### src/rtl/fsic_wb_axil_bridge.sv
// Wishbone-classic slave to AXI4-Lite master bridge: one single access in flight, no bursts.
// Optional macro FSIC_WB_TIMEOUT_EN adds a per-transaction timeout that forces an error ack.
module fsic_wb_axil_bridge #(
  parameter logic [31:0] BASE_ADDR   = 32'h3000_0000,
  parameter logic [31:0] ADDR_MASK   = 32'hFFFF_0000,
  parameter int          AXI_ADDR_W  = 15,
  parameter int          TIMEOUT_CYC = 255
) (
  input  logic                  wb_clk,
  input  logic                  wb_rst_n,
  input  logic [31:0]           wbs_adr,
  input  logic [31:0]           wbs_wdata,
  input  logic [3:0]            wbs_sel,
  input  logic                  wbs_cyc,
  input  logic                  wbs_stb,
  input  logic                  wbs_we,
  output logic                  wbs_ack,
  output logic [31:0]           wbs_rdata,
  output logic                  m_awvalid,
  input  logic                  m_awready,
  output logic [AXI_ADDR_W-1:0] m_awaddr,
  output logic                  m_wvalid,
  input  logic                  m_wready,
  output logic [31:0]           m_wdata,
  output logic [3:0]            m_wstrb,
  input  logic                  m_bvalid,
  output logic                  m_bready,
  input  logic [1:0]            m_bresp,
  output logic                  m_arvalid,
  input  logic                  m_arready,
  output logic [AXI_ADDR_W-1:0] m_araddr,
  input  logic                  m_rvalid,
  output logic                  m_rready,
  input  logic [31:0]           m_rdata,
  input  logic [1:0]            m_rresp,
  output logic                  err_sticky,
  input  logic                  err_clr,
  output logic                  busy
);

  typedef enum logic [2:0] {
    S_IDLE, S_WR_REQ, S_WR_RESP, S_RD_REQ, S_RD_RESP, S_ACK
  } state_e;

  if (TIMEOUT_CYC < 2) begin : g_bad_timeout
    $error("TIMEOUT_CYC must be at least 2");
  end

  state_e                state_q, state_d;
  logic [AXI_ADDR_W-1:0] adr_q, adr_d;
  logic [31:0]           wdata_q, wdata_d;
  logic [3:0]            sel_q, sel_d;
  logic                  we_q, we_d;
  logic                  aw_done_q, aw_done_d;
  logic                  w_done_q, w_done_d;
  logic                  abort_q, abort_d;
  logic [31:0]           rdata_q, rdata_d;
  logic                  err_q, err_d;
  logic                  req_hit;
  logic                  new_err;

`ifdef FSIC_WB_TIMEOUT_EN
  localparam int TMO_W = $clog2(TIMEOUT_CYC + 1);
  logic [TMO_W-1:0] tmo_q, tmo_d;
`endif

  assign req_hit = wbs_cyc && wbs_stb && ((wbs_adr & ADDR_MASK) == BASE_ADDR);

  always_comb begin
    // NOTE: every signal assigned here gets a default first so no latch is inferred.
    state_d   = state_q;
    adr_d     = adr_q;
    wdata_d   = wdata_q;
    sel_d     = sel_q;
    we_d      = we_q;
    aw_done_d = aw_done_q;
    w_done_d  = w_done_q;
    abort_d   = abort_q;
    rdata_d   = rdata_q;
    new_err   = 1'b0;
`ifdef FSIC_WB_TIMEOUT_EN
    tmo_d     = tmo_q;
`endif

    unique case (state_q)
      S_IDLE: begin
        aw_done_d = 1'b0;
        w_done_d  = 1'b0;
        abort_d   = 1'b0;
`ifdef FSIC_WB_TIMEOUT_EN
        tmo_d     = '0;
`endif
        if (req_hit) begin
          adr_d   = wbs_adr[AXI_ADDR_W-1:0];
          wdata_d = wbs_wdata;
          sel_d   = wbs_sel;
          we_d    = wbs_we;
          state_d = wbs_we ? S_WR_REQ : S_RD_REQ;
        end
      end
      S_WR_REQ: begin
        // AW and W are accepted independently; move on once both have been taken.
        if (m_awready) aw_done_d = 1'b1;
        if (m_wready)  w_done_d  = 1'b1;
        if ((aw_done_q || m_awready) && (w_done_q || m_wready)) state_d = S_WR_RESP;
      end
      S_WR_RESP: begin
        if (m_bvalid) begin
          new_err = (m_bresp != 2'b00);
          state_d = S_ACK;
        end
      end
      S_RD_REQ: begin
        if (m_arready) state_d = S_RD_RESP;
      end
      S_RD_RESP: begin
        if (m_rvalid) begin
          rdata_d = m_rdata;
          new_err = (m_rresp != 2'b00);
          state_d = S_ACK;
        end
      end
      S_ACK:   state_d = S_IDLE;
      default: state_d = S_IDLE;
    endcase

    // A master that abandons the cycle still lets the AXI side finish, but gets no ack.
    if (state_q != S_IDLE && state_q != S_ACK && !wbs_cyc) abort_d = 1'b1;

`ifdef FSIC_WB_TIMEOUT_EN
    if (state_q != S_IDLE && state_q != S_ACK) begin
      tmo_d = tmo_q + 1'b1;
      if (tmo_q == TMO_W'(TIMEOUT_CYC - 1)) begin
        new_err = 1'b1;
        state_d = S_ACK;
        if (!we_q) rdata_d = 32'hFFFF_FFFF;
      end
    end
`endif

    err_d = err_q;
    if (err_clr) err_d = 1'b0;
    if (new_err) err_d = 1'b1;
  end

  always_ff @(posedge wb_clk) begin
    // NOTE: sequential state uses non-blocking assignments so all registers update together.
    if (!wb_rst_n) begin
      state_q   <= S_IDLE;
      adr_q     <= '0;
      wdata_q   <= '0;
      sel_q     <= '0;
      we_q      <= 1'b0;
      aw_done_q <= 1'b0;
      w_done_q  <= 1'b0;
      abort_q   <= 1'b0;
      rdata_q   <= '0;
      err_q     <= 1'b0;
`ifdef FSIC_WB_TIMEOUT_EN
      tmo_q     <= '0;
`endif
    end else begin
      state_q   <= state_d;
      adr_q     <= adr_d;
      wdata_q   <= wdata_d;
      sel_q     <= sel_d;
      we_q      <= we_d;
      aw_done_q <= aw_done_d;
      w_done_q  <= w_done_d;
      abort_q   <= abort_d;
      rdata_q   <= rdata_d;
      err_q     <= err_d;
`ifdef FSIC_WB_TIMEOUT_EN
      tmo_q     <= tmo_d;
`endif
    end
  end

  // Handshake outputs decode straight from registered state, so reset clears them at once.
  assign m_awvalid  = (state_q == S_WR_REQ) && !aw_done_q;
  assign m_wvalid   = (state_q == S_WR_REQ) && !w_done_q;
  assign m_bready   = (state_q == S_WR_RESP);
  assign m_arvalid  = (state_q == S_RD_REQ);
  assign m_rready   = (state_q == S_RD_RESP);
  assign m_awaddr   = adr_q;
  assign m_araddr   = adr_q;
  assign m_wdata    = wdata_q;
  assign m_wstrb    = sel_q;
  assign wbs_ack    = (state_q == S_ACK) && !abort_q;
  assign wbs_rdata  = (wbs_ack && !we_q) ? rdata_q : 32'h0;
  assign err_sticky = err_q;
  assign busy       = (state_q != S_IDLE);

endmodule
### config.mk
export PLATFORM = sky130hd
export DESIGN_NAME = fsic_wb_axil_bridge
export DESIGN_NICKNAME = d
export VERILOG_FILES = /design/src/rtl/fsic_wb_axil_bridge.sv
export SDC_FILE = /design/constraint.sdc
export NUM_CORES = 1
export LEC_CHECK = 0
export ABC_CLOCK_PERIOD_IN_PS = 3900
export CAP_MARGIN = 20
export CELL_PAD_IN_SITES_DETAIL_PLACEMENT = 0
export CELL_PAD_IN_SITES_GLOBAL_PLACEMENT = 2
export CORE_MARGIN = 2
export CORE_UTILIZATION = 22
export CTS_CLUSTER_SIZE = 40
export DETAILED_ROUTE_END_ITERATION = 16
export PLACE_DENSITY_LB_ADDON = 0.1
export REMOVE_ABC_BUFFERS = 1
export SLEW_MARGIN = 30
export SYNTH_ARGS = -nofsm -noshare
export SYNTH_HDL_FRONTEND = slang
export SYNTH_SLANG_ARGS = --single-unit
### constraint.sdc
create_clock -name wb_clk -period 3.9 [get_ports wb_clk]
set_clock_uncertainty 0.1 [all_clocks]
set_input_delay 0.39 -clock wb_clk [delete_from_list [all_inputs] [get_ports wb_clk]]
set_output_delay 0.39 -clock wb_clk [all_outputs]
set_load 0.005 [all_outputs]
== Word-level counts from Yosys, hierarchy flattened ==
Index checks and enable logic that the tools add are counted.

* Flip-flop bits (word level): 91
* Latch bits: 0
* RAM bits: 0
* Memory bits (read-only): 0
* Input bits: 115
* Output and inout port bits: 106
* Word-level logic and storage cells: 71
* Memories: 0

* Add/subtract/negate cells: 0
* Multiply operators: 0
* Divide/modulo/power cells: 0
* Order comparisons: 0
* Eq/ne operators: 14
* Shifts and indexed selects: 0
* Mux-type cells: 19
* Bitwise logic cells: 0
* Reduce and logical (&&, ||, !) cells: 28

{| class="wikitable"
|+ Operators with widths
! cell !! number
|-
| 32-bit two-way mux || 1
|-
| 16-bit by 14-bit equality test with 1-bit output, second input constant || 1
|-
| 3-bit two-way mux || 5
|-
| 3-bit one-hot mux with 5 select lines || 1
|-
| 2-bit != test, second input constant || 6
|-
| 2-bit nonzero test || 5
|-
| 1-bit logical AND || 9
|-
| 1-bit two-way mux || 8
|-
| 2-bit AND reduction || 4
|-
| 3-bit by 2-bit equality test with 1-bit output, second input constant || 2
|-
| 3-bit equality test, second input constant || 2
|-
| 1-bit one-hot mux with 2 select lines || 3
|-
| 1-bit logical NOT || 5
|-
| 5-bit AND reduction || 1
|-
| 3-bit by 1-bit equality test with 1-bit output, second input constant || 1
|-
| 3-bit logical NOT || 1
|-
| 3-bit != test, second input constant || 1
|-
| 3-bit nonzero test || 1
|-
| 1-bit logical OR || 2
|-
| 2-bit two-way mux || 1
|-
| 2-bit by 1-bit != test with 1-bit output, second input constant || 1
|}

== Depth between registers and ports, before layout ==
Gate-level depths: netlist of run 1.

* Depth after elaboration: 4
* Depth in mapped cells: 6
* Mapped depth without buffers: 4

== Worst setup path after synthesis of run 1 ==
OpenSTA, ideal clock, no wires.

* Path kind: register -> output
* Start point: register state_q[0]
* End point: output wbs_rdata[0]
* Arrival time: 1.378 ns
* Required time: 3.410 ns
* Slack: 2.032 ns
* Stages on the path, launching flop included: 6
* Buffers on the path: 2
* Path through: dfxtp_1 > buf_2 > and4bb_1 > nor2b_1 > clkbuf_1 > and2_1

* Word-level cells in the longest chain between the ends: 4

{| class="wikitable"
|+ Ends and longest elaborated chain
! element !! RTL line !! text
|-
| from (decl) || 49 || <nowiki>state_e state_q, state_d;</nowiki>
|-
| from (signal assigned) || 163 || <nowiki>state_q <= state_d;</nowiki>
|-
| 3-bit equality test || 189 || <nowiki>assign wbs_ack = (state_q == S_ACK) && !abort_q;</nowiki>
|-
| 1-bit logical AND || 189 ||
|-
| net wbs_ack || 17 || <nowiki>output logic wbs_ack,</nowiki>
|-
| 1-bit logical AND || 190 || <nowiki>assign wbs_rdata = (wbs_ack && !we_q) ? rdata_q : 32'h0;</nowiki>
|-
| 32-bit two-way mux || 190 ||
|-
| to (decl) || 18 || <nowiki>output logic [31:0] wbs_rdata,</nowiki>
|}

The timed path passes the listed nets, and every way through them passes these cells.

== Worst setup path in the final report of run 1 ==
* Start point: register state_q[0]
* End point: output wbs_rdata[21]

* Word-level cells in the longest chain between the ends: 4

{| class="wikitable"
|+ Ends and longest elaborated chain
! element !! RTL line
|-
| 3-bit equality test || 189
|-
| 1-bit logical AND || 189
|-
| 1-bit logical AND || 190
|-
| 32-bit two-way mux || 190
|}

No other way between the ends.

==> impl_summary.log, run 1 <==
INFO  metric status = completed
INFO  metric placementRows = 49
INFO  metric grt_pass1_wl = 19.21 mm
INFO  metric most_frequent_standard_cell_in_the_layout_excluding_fill_and_tap_cells = sky130_fd_sc_hd__clkdlybuf4s50_1
INFO  metric floorplan_core_area = 17900 um2
INFO  metric post_synth_edffs = 0
INFO  metric grt_max_degree = 65
INFO  metric die_width = 138.8 um
INFO  metric cts_tree = yes
INFO  metric initial_utilization = 22.34%
INFO  metric routed-wl-met3 = 1.156 mm
INFO  metric antenna_violations_before_repair = 0
INFO  metric dr.max_layer_used = met4
INFO  metric die-area = 19280 um2
INFO  metric synth_top_family_by_area = simple AND/OR/NAND/NOR gates
INFO  metric most-common-layout-cells = sky130_fd_sc_hd__clkdlybuf4s50_1 (218), sky130_fd_sc_hd__nand2_1 (170), sky130_fd_sc_hd__dfxtp_1 (91)
INFO  metric detail-route-antenna-nets = 0
INFO  metric power_density = 310.5 nW/um2
INFO  metric setup.worst_path.class = reg2out
INFO  metric report.final.slew_viol_count = 0
INFO  metric regArea = 1822 um2
INFO  metric design.portCount = 221
INFO  metric htree_num_levels = 3
INFO  metric fp.dieH = 138.8 um
INFO  metric timing.max_slew.rel_slack = 57.33%
INFO  metric route.vias.total = 3696
INFO  metric irDropWorstVdd = 0.0002103 V
INFO  metric numCtsBuffers = 9
INFO  metric finalCritPeriodShare = 72.78%
INFO  metric avgRoutedWirePerCell = 13.43 um
INFO  metric maxCapViolations = 0
INFO  metric first_global_vias = 3723
INFO  metric drive_above_1_share = 4.354%
INFO  metric initialDrtViolationCount = 128
INFO  metric post_cts.resized_instances = 0
INFO  metric syn-instance-count = 473
INFO  metric crit_path_start_kind = flop
INFO  metric io_buffers = 219
INFO  metric avgViaCountPerCell = 4.130
INFO  metric endpoint_kind = primary output
INFO  metric hold_viol = 0
INFO  metric setup_viol_count_final = 0
INFO  metric synth-compound-area-share = 6.381%
INFO  metric worst_ep_arrival_time = 2.35 ns
INFO  metric cts_post_setup_buffers_inserted = 0
INFO  metric hold_path_class = reg2reg
INFO  metric synth.lib_cells_used.distinct = 35
INFO  metric n_fill_cell = 1839
INFO  metric n_antenna_cell = 0
INFO  metric area_growth = 62.93%
INFO  metric hold_buffers = 0
INFO  metric ys_ff_latch = 91
INFO  metric cts.sinks = 91
INFO  metric cp.required = 3.41 ns
INFO  metric total_leakage_power = 2.250 nW
INFO  metric final.setup.tns = 0 ns
INFO  metric post_synth_instance_area = 4000 um2
INFO  metric synth_flop_cell = sky130_fd_sc_hd__dfxtp_1
INFO  metric root_buffer = sky130_fd_sc_hd__clkbuf_16
INFO  metric clk_pin_slew_worst_paths = 0.07 ns
INFO  metric clkLatencyLatePin = 0.34 ns
INFO  metric rsz0062_at_grt = false
INFO  metric grt_util_all_layers = 12.34%
INFO  metric post-place-cells = 879
INFO  metric setup.reg_to_reg.worst_slack = 1.80 ns
INFO  metric detailroute.wirelength.met2 = 5.335 mm
INFO  metric cp_max_fo = 32
INFO  metric max_clock_freq = 352.3 MHz
INFO  metric tightest_slew = 0.6377 ns
INFO  metric yosys_warnings = 0
INFO  metric synth_mux_area_share = 13.26%
INFO  metric wl_met1 = 5.356 mm
INFO  metric routabilityCongestion = 0.6827
INFO  metric async_reset_ff_share = 0%
INFO  metric firstDrtPassIters = 4
INFO  metric yosys.area_share.xor_xnor = 0%
INFO  metric wl = 12.02 mm
INFO  metric syn-mean-instance-area = 8.457 um2
INFO  metric global_route.overflow_total = 0
INFO  metric final_standard_cell_count_with_taps_included_and_fillers_excluded = 895
INFO  metric place_hpwl = 8.317 mm
INFO  metric multi_input_area = 1849 um2
INFO  metric layout.nets = 776
INFO  metric synth-simple-area-share = 26.37%
INFO  metric synth_sequential_area_ratio = 45.54%
INFO  metric synth_fa_ha_area_share = 0%
INFO  metric cts-root-to-sink-buffers = 2
INFO  metric drc = 0
INFO  metric shortest_clock_period_the_worst_path_allows_after_layout = 2.838 ns
worst paths after layout:
kind,startpoint,end,cells past startpoint
worst max-delay path,state_q[0],wbs_rdata[21],5
worst min-delay path,rdata_q[17],rdata_q[17],2
worst max register to register,state_q[0],m_wdata[28],4
worst min register to register,rdata_q[17],rdata_q[17],2
flip-flops by register name, summed over array words and instances, names as in the netlist:
name and count:
m_wdata 32, rdata_q 32, m_araddr 15, m_wstrb 4, state_q 3, abort_q 1, aw_done_q 1, err_sticky 1
w_done_q 1, we_q 1
per-layer routing:
layer  track usage (%)  vias up
li1                  -     1887
met1             15.04     1665
met2             19.39      134
met3             5.283       10
met4             4.625        0
met5                 0        -
Yosys cell counts, types with 2 or more instances:
master | number | area (um2)
sky130_fd_sc_hd__and2_1 | 34 | 212.7
sky130_fd_sc_hd__inv_1 | 2 | 7.510
sky130_fd_sc_hd__o21ai_0 | 2 | 10.01
sky130_fd_sc_hd__mux2i_1 | 53 | 530.5
sky130_fd_sc_hd__nor2b_1 | 2 | 12.51
sky130_fd_sc_hd__a21oi_1 | 35 | 175.2
sky130_fd_sc_hd__nor4_1 | 2 | 12.51
sky130_fd_sc_hd__clkbuf_1 | 22 | 82.58
sky130_fd_sc_hd__nor2_1 | 10 | 37.54
sky130_fd_sc_hd__buf_2 | 4 | 20.02
sky130_fd_sc_hd__dfxtp_1 | 91 | 1822
sky130_fd_sc_hd__nand2_1 | 171 | 641.9
sky130_fd_sc_hd__nand3_1 | 3 | 15.01
sky130_fd_sc_hd__nand2b_1 | 3 | 18.77
sky130_fd_sc_hd__buf_12 | 5 | 100.1
sky130_fd_sc_hd__buf_4 | 15 | 112.6
cell families (layout without fill, tap and decap cells):
family | count (synthesis) | in the layout
and+or+nand+nor | 233 | 233
DFF | 91 | 91
muxes | 53 | 53
AOI/OAI and AO/OA | 46 | 46
buffers and inverters | 50 | 243
per-stage QoR:
step           area [um2]  worst slack (ns)  util [%]  power (mW)  hold slack (ns)
3_3_place_gp         6206             1.335     34.67       1.110           0.3369
3_5_place_dp         6208             1.302     34.68       1.111           0.3434
2_1_floorplan        3674            0.5790         -      0.9722           0.3317
4_1_cts              6518            0.9696     36.41       2.064           0.3524
6_report             6518             1.062     36.41       2.023           0.3502
5_1_grt              6518            0.8647     36.41       2.110           0.3723
layout make-up:
type	instances	area share [%]
clock buffer	10	3.513
clock inverter	6	1.229
inverter	3	0.1728
multi-input combinational	332	28.37
sequential	91	27.95
tap	229	4.396
timing repair buffer	224	34.36
critical path, stage by stage, from the launching register on:
cell and delay [ns]:
sky130_fd_sc_hd__dfxtp_1 0.58, sky130_fd_sc_hd__and4bb_1 0.30, sky130_fd_sc_hd__nor2b_2 0.15, sky130_fd_sc_hd__buf_4 0.27, sky130_fd_sc_hd__and2_1 0.17, sky130_fd_sc_hd__clkdlybuf4s50_1 0.53
power by group:
group / internal, mW / switching, mW / total, mW
clock network: 0.558 / 0.377 / 0.935
logic: 0.110 / 0.0496 / 0.159
registers: 0.929 / 0.00000208 / 0.929
total: 1.60 / 0.427 / 2.02
No activity file was read; power rests on OpenSTA's default activity.
==> run 2, diff against run 1 <==
--- a/config.mk
+++ b/config.mk
@@ -5,12 +5,12 @@
 export SDC_FILE = /design/constraint.sdc
 export NUM_CORES = 1
 export LEC_CHECK = 0
-export ABC_CLOCK_PERIOD_IN_PS = 3900
+export ABC_CLOCK_PERIOD_IN_PS = 2680
 export CAP_MARGIN = 20
 export CELL_PAD_IN_SITES_DETAIL_PLACEMENT = 0
 export CELL_PAD_IN_SITES_GLOBAL_PLACEMENT = 2
 export CORE_MARGIN = 2
-export CORE_UTILIZATION = 22
+export CORE_UTILIZATION = 21
 export CTS_CLUSTER_SIZE = 40
 export DETAILED_ROUTE_END_ITERATION = 16
 export PLACE_DENSITY_LB_ADDON = 0.1
==> constraint.sdc (replaced) <==
create_clock -name wb_clk -period 2.68 [get_ports wb_clk]
set_clock_uncertainty 0.1 [all_clocks]
set_input_delay 0.268 -clock wb_clk [delete_from_list [all_inputs] [get_ports wb_clk]]
set_output_delay 0.268 -clock wb_clk [all_outputs]
set_load 0.005 [all_outputs]
==> impl_summary.log, run 2 (synthesized netlist as in run 1, its figures left out) <==
INFO  metric status = completed
INFO  metric cts_post_setup_buffers_inserted = 0
INFO  metric post-place-cells = 890
INFO  metric crit_path_cell_trace = and4bb_1, nor2b_2, buf_12, and2_1, clkdlybuf4s50_1
INFO  metric global_route.overflow_total = 0
INFO  metric root_buffer = sky130_fd_sc_hd__clkbuf_16
INFO  metric floorplan_core_area = 18710 um2
INFO  metric fp.dieH = 142.0 um
INFO  metric timing.max_slew.rel_slack = 65.21%
INFO  metric die-area = 20170 um2
INFO  metric wl = 12.30 mm
INFO  metric grt_max_degree = 55
INFO  metric routabilityCongestion = 0.7210
INFO  metric grt_pass1_wl = 19.19 mm
INFO  metric antenna_violations_before_repair = 0
INFO  metric clk_pin_slew_worst_paths = 0.07 ns
INFO  metric n_fill_cell = 1898
INFO  metric final_core_util = 35.34%
INFO  metric place_hpwl = 8.847 mm
INFO  metric final_standard_cell_count_with_taps_included_and_fillers_excluded = 906
INFO  metric rsz0062_at_grt = false
INFO  metric avgRoutedWirePerCell = 13.57 um
INFO  metric setup.worst_path.class = reg2out
INFO  metric irDropWorstVdd = 0.0002841 V
INFO  metric clkLatencyLatePin = 0.34 ns
INFO  metric finalCritPeriodShare = 92.45%
INFO  metric crit_path_top_delay_cell = sky130_fd_sc_hd__clkdlybuf4s50_1
INFO  metric cp_max_fo = 32
INFO  metric drc = 0
INFO  metric initialDrtViolationCount = 130
INFO  metric cp.required = 2.31 ns
INFO  metric initial_utilization = 21.38%
INFO  metric area_growth = 65.28%
INFO  metric detail-route-antenna-nets = 0
INFO  metric die_width = 142.0 um
INFO  metric total_leakage_power = 2.290 nW
INFO  metric shortest_clock_period_the_worst_path_allows_after_layout = 2.478 ns
INFO  metric cts-root-to-sink-buffers = 2
INFO  metric most-common-layout-cells = sky130_fd_sc_hd__clkdlybuf4s50_1 (218), sky130_fd_sc_hd__nand2_1 (171), sky130_fd_sc_hd__dfxtp_1 (91)
INFO  metric power = 2.991 mW
INFO  metric worst_ep_arrival_time = 2.11 ns
INFO  metric post_cts.resized_instances = 0
INFO  metric maxCapViolations = 0
INFO  metric crit_path_start_kind = flop
INFO  metric power_density = 452.4 nW/um2
INFO  metric avgViaCountPerCell = 4.068
INFO  metric cts.sinks = 91
INFO  metric critical_path.top_delay_family = buffers and inverters
INFO  metric io_buffers = 219
INFO  metric report.final.slew_viol_count = 0
INFO  metric path_buf_inv = 2
INFO  metric tightest_slew = 0.5218 ns
INFO  metric n_antenna_cell = 0
INFO  metric hold_viol = 0
INFO  metric timing.critical_path.slowest_cell_delay = 0.53 ns
INFO  metric design.portCount = 221
INFO  metric placementRows = 50
INFO  metric cts_tree = yes
INFO  metric most_frequent_standard_cell_in_the_layout_excluding_fill_and_tap_cells = sky130_fd_sc_hd__clkdlybuf4s50_1
INFO  metric route.vias.total = 3686
INFO  metric first_global_vias = 3641
INFO  metric htree_num_levels = 3
INFO  metric firstDrtPassIters = 4
INFO  metric hold_buffers = 0
INFO  metric endpoint_kind = primary output
INFO  metric numCtsBuffers = 9
INFO  metric setup_viol_count_final = 0
INFO  metric layout.nets = 782
INFO  metric hold_path_class = in2reg
INFO  metric grt_util_all_layers = 12.10%
INFO  metric max_clock_freq = 403.6 MHz
INFO  metric drive_above_1_share = 4.911%
run 2: worst min-delay path: cells and delay by family:
kind                   cells  cell delay (ns)
muxes                      1             0.05
and+or+nand+nor            1             0.10
buffers and inverters      1             0.21
run 2: final cells by class:
class	instances	area, um2	area share, %
timing repair buffer	230	2310	34.94
clock inverter	3	68.82	1.041
multi-input combinational	332	1847	27.93
clock buffer	13	260.3	3.936
sequential	91	1822	27.55
inverter	3	11.26	0.1703
tap	234	292.8	4.428
run 2: power breakdown:
part           switching, mW  internal (mW)  total [mW]
sequential        0.00000270           1.35        1.35
combinational         0.0734          0.161       0.234
clock                  0.532          0.873        1.41
total                  0.606           2.39        2.99
run 2: worst paths after layout:
check,slack [ns],from,depth (start not counted),endpoint
worst min-delay path,0.24,wb_rst_n,3,m_araddr[9]
worst min register to register,0.35,rdata_q[3],2,rdata_q[3]
worst max register to register,0.77,state_q[0],5,m_wdata[18]
worst max-delay path,0.20,state_q[2],5,wbs_rdata[20]
run 2: stage by stage:
| step | instance area, um2 | TNS (ns) | setup WS [ns] | hold slack, ns |
|---|---|---|---|---|
| 6_report | 6611 | 0 | 0.2022 | 0.2371 |
| 3_3_place_gp | 6282 | 0 | 0.3865 | 0.3374 |
| 2_1_floorplan | 3674 | -26.99 | -0.5190 | 0.2939 |
| 4_1_cts | 6611 | 0 | 0.1498 | 0.2265 |
| 3_5_place_dp | 6282 | 0 | 0.3541 | 0.3422 |
| 5_1_grt | 6611 | 0 | 0.05833 | 0.2478 |
run 2: routing by layer:
layer | routed length (um) | track usage (%) | share of wire, %
met1 | 5490 | 15.07 | 45
met2 | 5356 | 18.61 | 44
met3 | 1268 | 5.081 | 10
met4 | 183 | 4.579 | 1.5
met5 | 0 | 0 | 0
==> run 3, diff against run 2 <==
--- a/config.mk
+++ b/config.mk
@@ -13,7 +13,7 @@
 export CORE_UTILIZATION = 21
 export CTS_CLUSTER_SIZE = 40
 export DETAILED_ROUTE_END_ITERATION = 16
-export PLACE_DENSITY_LB_ADDON = 0.1
+export PLACE_DENSITY = 0.86
 export REMOVE_ABC_BUFFERS = 1
 export SLEW_MARGIN = 30
 export SYNTH_ARGS = -nofsm -noshare
==> impl_summary.log, run 3 (synthesized netlist as in run 1, its figures left out) <==
INFO  metric status = completed
INFO  metric n_antenna_cell = 0
INFO  metric worst_hold_slack = 0.1360 ns
INFO  metric clk_pin_slew_worst_paths = 0.07 ns
INFO  metric antenna_violations_before_repair = 0
INFO  metric crit_path_top_delay_cell = sky130_fd_sc_hd__clkdlybuf4s50_1
INFO  metric cts-root-to-sink-buffers = 2
INFO  metric clock_power_share = 46.9%
INFO  metric root_buffer = sky130_fd_sc_hd__clkbuf_16
INFO  metric layout.nets = 781
INFO  metric worst_ep_arrival_time = 2.13 ns
INFO  metric power_switching_share = 20.26%
INFO  metric crit_path_start_kind = flop
INFO  metric report.final.slew_viol_count = 0
INFO  metric max_clock_freq = 399.8 MHz
INFO  metric critical_path.top_delay_family = buffers and inverters
INFO  metric wl = 11.54 mm
INFO  metric post-route-cell-area = 6608 um2
INFO  metric clkLatencyLatePin = 0.34 ns
INFO  metric hold_path_class = in2reg
INFO  metric cp.required = 2.31 ns
INFO  metric design.portCount = 221
INFO  metric path_buf_inv = 2
INFO  metric shortest_clock_period_the_worst_path_allows_after_layout = 2.501 ns
INFO  metric drive_above_1_share = 4.918%
INFO  metric place_hpwl = 8.501 mm
INFO  metric grt_util_all_layers = 11.21%
INFO  metric hold_buffers = 0
INFO  metric crit_path_cell_trace = and4bb_1, nor2b_2, buf_6, and2_1, clkdlybuf4s50_1
INFO  metric irDropWorstVdd = 0.0003030 V
INFO  metric timing.max_slew.rel_slack = 71.08%
INFO  metric finalCritPeriodShare = 93.33%
INFO  metric comb_power_share = 7.8%
INFO  metric fp.dieH = 142.0 um
INFO  metric avgRoutedWirePerCell = 12.75 um
INFO  metric most_frequent_standard_cell_in_the_layout_excluding_fill_and_tap_cells = sky130_fd_sc_hd__clkdlybuf4s50_1
INFO  metric firstDrtPassIters = 4
INFO  metric area_growth = 65.19%
INFO  metric most-common-layout-cells = sky130_fd_sc_hd__clkdlybuf4s50_1 (218), sky130_fd_sc_hd__nand2_1 (171), sky130_fd_sc_hd__dfxtp_1 (91)
INFO  metric dpl-instance-area = 6275 um2
INFO  metric initial_utilization = 21.38%
INFO  metric tightest_slew = 0.4339 ns
INFO  metric initialDrtViolationCount = 99
INFO  metric placementRows = 50
INFO  metric seqPwrFrac = 45.3%
INFO  metric detail-route-antenna-nets = 0
INFO  metric grt_max_degree = 101
INFO  metric numCtsBuffers = 9
INFO  metric rsz0062_at_grt = false
INFO  metric final_core_util = 35.32%
INFO  metric io_buffers = 219
INFO  metric endpoint_kind = primary output
INFO  metric first_global_vias = 3629
INFO  metric die-area = 20170 um2
INFO  metric drc = 0
INFO  metric cts_tree = yes
INFO  metric grt_pass1_wl = 18.06 mm
INFO  metric hold_viol = 0
INFO  metric power_switching = 0.6051 mW
INFO  metric die_width = 142.0 um
INFO  metric timing.critical_path.slowest_cell_delay = 0.51 ns
INFO  metric global_route.overflow_total = 0
INFO  metric internal_power = 2.381 mW
INFO  metric route.vias.total = 3768
INFO  metric maxCapViolations = 0
INFO  metric cp_max_fo = 32
INFO  metric floorplan_core_area = 18710 um2
INFO  metric power_density = 451.9 nW/um2
INFO  metric cts_post_setup_buffers_inserted = 0
INFO  metric setup.worst_path.class = reg2out
INFO  metric total_leakage_power = 2.286 nW
INFO  metric setup_viol_count_final = 0
INFO  metric htree_num_levels = 3
INFO  metric cts.sinks = 91
INFO  metric avgViaCountPerCell = 4.164
INFO  metric setup.reg_to_reg.worst_slack = 0.72 ns
INFO  metric routabilityCongestion = 0.7208
[run 3: cell count changes in the layout (fill, tap and decap cells not counted)]
cell                         change
sky130_fd_sc_hd__inv_6           -1
sky130_fd_sc_hd__clkbuf_1        -1
sky130_fd_sc_hd__clkinvlp_4      +1
sky130_fd_sc_hd__clkinv_2        +1
sky130_fd_sc_hd__buf_6           +1
sky130_fd_sc_hd__buf_4           -2
[run 3: power groups by stage]
stage / Sequential (mW) / Combinational (mW) / Clock [mW]
after floorplan: 1.38 / 0.0323 / 0
after global placement: 1.38 / 0.235 / 0
after detailed placement: 1.38 / 0.236 / 0
after CTS: 1.35 / 0.237 / 1.46
after global routing: 1.35 / 0.254 / 1.51
final: 1.35 / 0.234 / 1.40
[run 3: routing by layer]
metal	up-vias	GRT usage, %	wire (um)
li1	1894	-	-
met1	1704	13.42	5119
met2	157	17.75	5038
met3	13	4.441	1161
met4	0	5.053	222
met5	-	0	0
[run 3: worst register-to-register path, stage by stage (launching register included)]
cell and delay, ns:
sky130_fd_sc_hd__dfxtp_1 0.31, sky130_fd_sc_hd__buf_4 0.17, sky130_fd_sc_hd__or3_4 0.39, sky130_fd_sc_hd__and3b_4 0.47, sky130_fd_sc_hd__buf_12 0.23, sky130_fd_sc_hd__mux2i_1 0.22
[run 3: timing repair]
item                       in CTS  in global routing
setup endpoints to repair       0                  4
gates resized for setup         0                  1
hold endpoints to repair        0                  0
[run 3: worst paths after layout]
kind,start,cells past startpoint,to
hold / removal,wb_rst_n,3,abort_q
hold reg to reg,rdata_q[13],2,rdata_q[13]
setup reg to reg,state_q[0],5,m_wstrb[0]
setup / recovery,state_q[2],5,wbs_rdata[22]
[run 3: final cells by class]
cell class / instances / area, um2
clock buffers: 12 / 256.5
clock inverters: 4 / 72.57
fillers: 1896 / 12100
inverters: 3 / 11.26
multi-input cells: 332 / 1847
flip-flops and latches: 91 / 1822
well taps: 234 / 292.8
repair buffers: 229 / 2306
[run 3: metrics by stage]
| step | worst slack, ns | TNS (ns) | instances | total power [mW] |
|---|---|---|---|---|
| floorplan | -0.5190 | -26.99 | 426 | 1.415 |
| global placement | 0.3432 | 0 | 889 | 1.617 |
| global route | 0.04620 | 0 | 905 | 3.117 |
| CTS | 0.08341 | 0 | 905 | 3.052 |
| finish | 0.1786 | 0 | 905 | 2.986 |
| detailed placement | 0.3000 | 0 | 889 | 1.618 |
